--- config.mk ---
export PLATFORM = sky130hd
export DESIGN_NAME = axi_write_adapter_flat
export DESIGN_NICKNAME = d
export VERILOG_FILES = /design/src/rtl/axi_write_adapter_if.sv /design/src/rtl/axi_write_adapter.sv /design/src/flat_wrapper.sv
export SDC_FILE = /design/constraint.sdc
export NUM_CORES = 1
export LEC_CHECK = 0
export BUFFER_PORTS_ARGS = -buffer_cell sky130_fd_sc_hd__buf_2
export CAP_MARGIN = 10
export CORE_MARGIN = 5
export CORE_UTILIZATION = 48
export CTS_CLUSTER_DIAMETER = 80
export DETAILED_ROUTE_END_ITERATION = 7
export GPL_ROUTABILITY_DRIVEN = 0
export PLACE_DENSITY_LB_ADDON = 0.15
export SETUP_SLACK_MARGIN = 0.2
export SLEW_MARGIN = 5
export SYNTH_ARGS = -nofsm -noshare
export SYNTH_HDL_FRONTEND = slang
export SYNTH_SLANG_ARGS = --single-unit
--- constraint.sdc ---
create_clock -name i_clk -period 7.65 [get_ports i_clk]
set_input_delay 1.53 -clock i_clk [delete_from_list [all_inputs] [get_ports i_clk]]
set_output_delay 1.53 -clock i_clk [all_outputs]
set_load 0.02 [all_outputs]
--- src/rtl/axi_write_adapter_if.sv ---
// Bus bundle for the MEM-stage store adapter: the AXI3 AW/W/B channels plus the
// MEM-side store request, with one modport per side.
interface axi_write_adapter_if;
  // AXI write address channel
  logic [3:0]  awid;
  logic [31:0] awaddr;
  logic [3:0]  awlen;
  logic [2:0]  awsize;
  logic [1:0]  awburst;
  logic [1:0]  awlock;
  logic [3:0]  awcache;
  logic [2:0]  awprot;
  logic        awvalid;
  logic        awready;

  // AXI write data channel
  logic [3:0]  wid;
  logic [31:0] wdata;
  logic [3:0]  wstrb;
  logic        wlast;
  logic        wvalid;
  logic        wready;

  // AXI write response channel
  logic [3:0]  bid;
  logic [1:0]  bresp;
  logic        bvalid;
  logic        bready;

  // MEM-stage store request
  logic        mem_we;
  logic [31:0] mem_addr;
  logic [31:0] mem_wdata;
  logic [3:0]  mem_sel;
  logic        mem_write_done;
  logic        mem_write_err;
  logic        mem_busy;

  modport master (
    output awid, awaddr, awlen, awsize, awburst, awlock, awcache, awprot, awvalid,
    input  awready,
    output wid, wdata, wstrb, wlast, wvalid,
    input  wready,
    input  bid, bresp, bvalid,
    output bready,
    input  mem_we, mem_addr, mem_wdata, mem_sel,
    output mem_write_done, mem_write_err, mem_busy
  );

  modport slave (
    input  awid, awaddr, awlen, awsize, awburst, awlock, awcache, awprot, awvalid,
    output awready,
    input  wid, wdata, wstrb, wlast, wvalid,
    output wready,
    output bid, bresp, bvalid,
    input  bready,
    output mem_we, mem_addr, mem_wdata, mem_sel,
    input  mem_write_done, mem_write_err, mem_busy
  );
endinterface

--- src/rtl/axi_write_adapter.sv ---
// Single-beat AXI3 write master for the MEM-stage store path: one store in flight,
// AW and W issued together and retired independently, then a one-cycle done pulse.
module axi_write_adapter (
  input  logic                 i_clk,
  input  logic                 i_reset,
  axi_write_adapter_if.master  bus
);

  localparam logic [1:0] IDLE   = 2'd0;
  localparam logic [1:0] SEND   = 2'd1;
  localparam logic [1:0] WAIT_B = 2'd2;
  localparam logic [1:0] DONE   = 2'd3;

  logic [1:0]  r_state;
  logic        r_awvalid;
  logic        r_wvalid;
  logic        r_aw_done;
  logic        r_w_done;
  logic [31:0] r_awaddr;
  logic [2:0]  r_awsize;
  logic [31:0] r_wdata;
  logic [3:0]  r_wstrb;
  logic        r_err;

  logic        w_aw_fire;
  logic        w_w_fire;
  logic        w_aw_now;
  logic        w_w_now;
  logic [2:0]  w_sel_cnt;
  logic [2:0]  w_size;
  logic [31:0] w_phys_addr;
  logic        w_unused;

  assign w_aw_fire = r_awvalid & bus.awready;
  assign w_w_fire  = r_wvalid & bus.wready;
  // Handshakes on the current edge count toward leaving SEND on that same edge.
  assign w_aw_now  = r_aw_done | w_aw_fire;
  assign w_w_now   = r_w_done | w_w_fire;

  assign w_sel_cnt = {2'b00, bus.mem_sel[0]} + {2'b00, bus.mem_sel[1]}
                   + {2'b00, bus.mem_sel[2]} + {2'b00, bus.mem_sel[3]};

  always_comb begin
    w_size = 3'b010;
    case (w_sel_cnt)
      3'd1:    w_size = 3'b000;
      3'd2:    w_size = 3'b001;
      default: w_size = 3'b010;
    endcase
  end

  // Segments at 0x8000_0000 and 0xA000_0000 both alias physical address 0.
  always_comb begin
    w_phys_addr = bus.mem_addr;
    if (bus.mem_addr[31:30] == 2'b10)
      w_phys_addr = {3'b000, bus.mem_addr[28:0]};
  end

  always_ff @(posedge i_clk or posedge i_reset) begin
    if (i_reset) begin
      r_state   <= IDLE;
      r_awvalid <= 1'b0;
      r_wvalid  <= 1'b0;
      r_aw_done <= 1'b0;
      r_w_done  <= 1'b0;
      r_awaddr  <= '0;
      r_awsize  <= '0;
      r_wdata   <= '0;
      r_wstrb   <= '0;
      r_err     <= 1'b0;
    end else begin
      case (r_state)
        IDLE: begin
          if (bus.mem_we) begin
            r_awaddr  <= w_phys_addr;
            r_awsize  <= w_size;
            r_wdata   <= bus.mem_wdata;
            r_wstrb   <= bus.mem_sel;
            r_awvalid <= 1'b1;
            r_wvalid  <= 1'b1;
            r_aw_done <= 1'b0;
            r_w_done  <= 1'b0;
            r_state   <= SEND;
          end
        end
        SEND: begin
          if (w_aw_fire) begin
            r_awvalid <= 1'b0;
            r_aw_done <= 1'b1;
          end
          if (w_w_fire) begin
            r_wvalid <= 1'b0;
            r_w_done <= 1'b1;
          end
          if (w_aw_now && w_w_now)
            r_state <= WAIT_B;
        end
        WAIT_B: begin
          if (bus.bvalid) begin
            r_err   <= (bus.bresp != 2'b00);
            r_state <= DONE;
          end
        end
        DONE: begin
          r_state <= IDLE;
        end
        default: begin
          r_state <= IDLE;
        end
      endcase
    end
  end

  assign bus.awid    = 4'd0;
  assign bus.awlen   = 4'd0;
  assign bus.awburst = 2'd0;
  assign bus.awlock  = 2'd0;
  assign bus.awcache = 4'd0;
  assign bus.awprot  = 3'b001;
  assign bus.awaddr  = r_awaddr;
  assign bus.awsize  = r_awsize;
  assign bus.awvalid = r_awvalid;

  assign bus.wid     = 4'd0;
  assign bus.wdata   = r_wdata;
  assign bus.wstrb   = r_wstrb;
  assign bus.wvalid  = r_wvalid;
  assign bus.wlast   = r_wvalid;

  assign bus.bready         = (r_state == WAIT_B);
  assign bus.mem_write_done = (r_state == DONE);
  assign bus.mem_write_err  = (r_state == DONE) & r_err;
  assign bus.mem_busy       = (r_state != IDLE);

  // Response ID carries no information for a single-outstanding master.
  assign w_unused = ^bus.bid;

endmodule
--- src/flat_wrapper.sv ---
// flat-port wrapper written by rule: the top's interface ports become plain ports
module axi_write_adapter_flat 
  (i_clk, i_reset, bus_awid, bus_awaddr, bus_awlen, bus_awsize, bus_awburst, bus_awlock, bus_awcache, bus_awprot, bus_awvalid, bus_awready, bus_wid, bus_wdata, bus_wstrb, bus_wlast, bus_wvalid, bus_wready, bus_bid, bus_bresp, bus_bvalid, bus_bready, bus_mem_we, bus_mem_addr, bus_mem_wdata, bus_mem_sel, bus_mem_write_done, bus_mem_write_err, bus_mem_busy);
  axi_write_adapter_if bus_i ();
  input  logic i_clk;
  input  logic i_reset;
  output wire logic [$bits(bus_i.awid)-1:0] bus_awid;
  output wire logic [$bits(bus_i.awaddr)-1:0] bus_awaddr;
  output wire logic [$bits(bus_i.awlen)-1:0] bus_awlen;
  output wire logic [$bits(bus_i.awsize)-1:0] bus_awsize;
  output wire logic [$bits(bus_i.awburst)-1:0] bus_awburst;
  output wire logic [$bits(bus_i.awlock)-1:0] bus_awlock;
  output wire logic [$bits(bus_i.awcache)-1:0] bus_awcache;
  output wire logic [$bits(bus_i.awprot)-1:0] bus_awprot;
  output wire logic [$bits(bus_i.awvalid)-1:0] bus_awvalid;
  input wire logic [$bits(bus_i.awready)-1:0] bus_awready;
  output wire logic [$bits(bus_i.wid)-1:0] bus_wid;
  output wire logic [$bits(bus_i.wdata)-1:0] bus_wdata;
  output wire logic [$bits(bus_i.wstrb)-1:0] bus_wstrb;
  output wire logic [$bits(bus_i.wlast)-1:0] bus_wlast;
  output wire logic [$bits(bus_i.wvalid)-1:0] bus_wvalid;
  input wire logic [$bits(bus_i.wready)-1:0] bus_wready;
  input wire logic [$bits(bus_i.bid)-1:0] bus_bid;
  input wire logic [$bits(bus_i.bresp)-1:0] bus_bresp;
  input wire logic [$bits(bus_i.bvalid)-1:0] bus_bvalid;
  output wire logic [$bits(bus_i.bready)-1:0] bus_bready;
  input wire logic [$bits(bus_i.mem_we)-1:0] bus_mem_we;
  input wire logic [$bits(bus_i.mem_addr)-1:0] bus_mem_addr;
  input wire logic [$bits(bus_i.mem_wdata)-1:0] bus_mem_wdata;
  input wire logic [$bits(bus_i.mem_sel)-1:0] bus_mem_sel;
  output wire logic [$bits(bus_i.mem_write_done)-1:0] bus_mem_write_done;
  output wire logic [$bits(bus_i.mem_write_err)-1:0] bus_mem_write_err;
  output wire logic [$bits(bus_i.mem_busy)-1:0] bus_mem_busy;
  assign bus_awid = bus_i.awid;
  assign bus_awaddr = bus_i.awaddr;
  assign bus_awlen = bus_i.awlen;
  assign bus_awsize = bus_i.awsize;
  assign bus_awburst = bus_i.awburst;
  assign bus_awlock = bus_i.awlock;
  assign bus_awcache = bus_i.awcache;
  assign bus_awprot = bus_i.awprot;
  assign bus_awvalid = bus_i.awvalid;
  assign bus_i.awready = bus_awready;
  assign bus_wid = bus_i.wid;
  assign bus_wdata = bus_i.wdata;
  assign bus_wstrb = bus_i.wstrb;
  assign bus_wlast = bus_i.wlast;
  assign bus_wvalid = bus_i.wvalid;
  assign bus_i.wready = bus_wready;
  assign bus_i.bid = bus_bid;
  assign bus_i.bresp = bus_bresp;
  assign bus_i.bvalid = bus_bvalid;
  assign bus_bready = bus_i.bready;
  assign bus_i.mem_we = bus_mem_we;
  assign bus_i.mem_addr = bus_mem_addr;
  assign bus_i.mem_wdata = bus_mem_wdata;
  assign bus_i.mem_sel = bus_mem_sel;
  assign bus_mem_write_done = bus_i.mem_write_done;
  assign bus_mem_write_err = bus_i.mem_write_err;
  assign bus_mem_busy = bus_i.mem_busy;
  axi_write_adapter u_core (.i_clk(i_clk), .i_reset(i_reset), .bus(bus_i));
endmodule
==> results.ini <==
[detailed_routing]
postRouteAntennaNets = 0
drc_errors = 0
vias = 2187
drtIter0Drc = 28
routed_wl_um = 6882
dr.pass1.iters = 3
viasPerCell = 4.482
wl_per_cell_um = 14.10

[synth]
synthArstFlopShare = 1.000
ys_seq_area_frac = 0.5755
synthSimpleGateAreaFrac = 0.02578
synth_area_mm2 = 0.003348
synthMuxAreaShare = 0.2507
ys_types = 22
synth_cells = 234
synth_top_family_by_area = multiplexers
avgSynthCellArea_um2 = 14.31
synthAdderAreaFrac = 0.03214
synth.largest_area_cell = dfrtp_1
synth_flop_cell = dfrtp_1
synth_edf_count = 0
synthTopCellsByArea = dfrtp_1 (58%), mux2_2 (12%), mux2_4 (9.0%), buf_4 (5.6%), mux2_1 (3.4%)
netlist_top_cells_count = dfrtp_1 (77), mux2_2 (37), buf_4 (25)
synthXorXnorAreaFrac = 0.002616
yosysWarningCount = 0
synth_compound_area_frac = 0.02952
yosysTopAreaCellShare = 0.5755
synthMostInstantiatedCell = dfrtp_1
ys_ff_latch = 77

[clocking]
clk_latency_ns = 0.33
cts_max_level = 3
cts_buffer_depth = 2
clock-root-buffer = clkbuf_8
numCtsBuffers = 9
cts_tree = built
hold_buffers = 0
cts.repair.resized = 0
cts_sinks = 77
path_clk_slew_ns = 0.09
post-cts-setup-buffers = 0

[floorplan]
die_y_um = 93.52
coreArea_mm2 = 0.006794
die-area_mm2 = 0.008746
initial_utilization = 0.4928
row_count = 30
ios = 181
fp.dieW_um = 93.52

[sta]
worst_pin_slew_ns = 1.052
fin_crit_ns = 2.911
min_period_over_period = 0.3805
hold_violations = 0
rsz0062_at_grt = no
clock_skew_ns = 0.01033
setup_viol = 0
finalMaxSlewViolations = 0
whs_ns = 0.4876
max_freq_ghz = 0.3435
fin_setup_tns_ns = 0
slew_headroom = 0.2985

[grt]
grt_max_degree = 77
grt_antenna_before_repair = 0
grt.total_usage = 0.1593
overflow = 0
grt_pass1_wl_um = 10890
grt_pass1_vias = 2321

[power_and_ir_drop]
p_per_area_mw_per_mm2 = 175.2
ir_drop_mv = 0.1238
p_total_uw = 748.8
p_leak_uw = 0.002613

[place]
hpwl_um = 5119
dp.cells = 472
io_buffers = 152

[finish]
finalNonFillerCells = 488
fillCellCount = 571
nNetsFinal = 475
drive_above_1_share = 0.5791
area_growth_pct = 27.62
antennaDiodeCount = 0

[run_status]
status = finished, final reports clean

[worst_hold_path]
hold_path.class = reg2reg

[setup_path]
worstPathMaxFanout = 5
critPathRequiredTime_ns = 6.12
worstSetupStartpointType = flop
crit_arrival_ns = 1.38
path_class = reg2out
crit_path_end_kind = output port

[flow_run]
drv_cap = 0

layer usage:
layer | GRT usage | wire length (µm) | vias up
met5 | 0 | 0 | -
met3 | 0.06919 | 741 | 6
met4 | 0.05861 | 61 | 0
li1 | - | - | 1053
met1 | 0.1949 | 2769 | 1030
met2 | 0.2496 | 3308 | 98
registers in the layout, indices dropped and copies added (netlist names):
register / flops
u_core.bus.awaddr: 32
u_core.bus.awsize: 2
u_core.bus.awvalid: 1
u_core.bus.wdata: 32
u_core.bus.wlast: 1
u_core.bus.wstrb: 4
u_core.r_aw_done: 1
u_core.r_err: 1
u_core.r_state: 2
u_core.r_w_done: 1
final cells by class:
type,count,area [µm²],area share
clock buffer,11,131.4,0.03075
timing repair buffer,153,768.2,0.1798
inverter,7,26.28,0.006149
multi-input combinational,139,1239,0.2899
sequential,77,1927,0.4510
tap,96,120.1,0.02811
clock inverter,5,61.31,0.01435
cell usage in the layout, fill, tap and decap left out, types with 5 or more instances in the layout:
master | Yosys | final
nor2_1 | 6 | 6
conb_1 | 2 | 24
o21ai_0 | 8 | 8
a21oi_1 | 5 | 5
mux2_2 | 37 | 37
nand2_1 | 11 | 10
mux2_1 | 10 | 10
clkbuf_8 | 0 | 9
buf_2 | 5 | 152
inv_1 | 7 | 6
ha_1 | 7 | 7
mux2_4 | 20 | 20
dfrtp_1 | 77 | 77
per-stage QoR:
step,utilization,worst slack (ns),instance area [µm²]
4_1_cts,0.6289,4.717,4273
3_5_place_dp,0.6006,4.554,4080
5_1_grt,0.6289,4.633,4273
3_3_place_gp,0.6006,4.601,4080
6_report,0.6289,4.739,4273
2_1_floorplan,-,4.153,3431
critical path, cell delays in order, from the launching register on:
cell and delay [ns]:
dfrtp_1 0.41, inv_1 0.13, ha_1 0.29, inv_1 0.07, buf_2 0.16
power by group:
| part | internal (µW) | switching (µW) | total, µW | leakage [µW] |
|---|---|---|---|---|
| combinational | 18.1 | 28.2 | 46.3 | 0.00146 |
| clock | 152 | 144 | 296 | 0.0000858 |
| sequential | 407 | 0 | 407 | 0.00107 |
| total | 576 | 172 | 749 | 0.00261 |
worst paths after layout:
path                                    endpoint  cells after the start                  start  slack [ns]
hold reg to reg            u_core.bus.awaddr[29]                      2  u_core.bus.awaddr[29]        0.49
min in group asynchronous   u_core.bus.awsize[1]                      2                i_reset        1.31
setup / recovery                    bus_mem_busy                      4      u_core.r_state[0]        4.74
hold / removal             u_core.bus.awaddr[29]                      2  u_core.bus.awaddr[29]        0.49
setup reg to reg             u_core.bus.wdata[4]                      4      u_core.r_state[0]        5.52
max in group asynchronous    u_core.bus.wdata[1]                      3                i_reset        5.33
cells by family (layout without fill, tap and decap cells):
group	count (synthesis)	after routing
mux	68	68
other cells	2	24
simple gates	20	20
buf+inv	40	176
fa+ha+maj	8	8
compound gates	18	18
flops	77	77
xor+xnor	1	1
(Power assumes the default switching activity.)
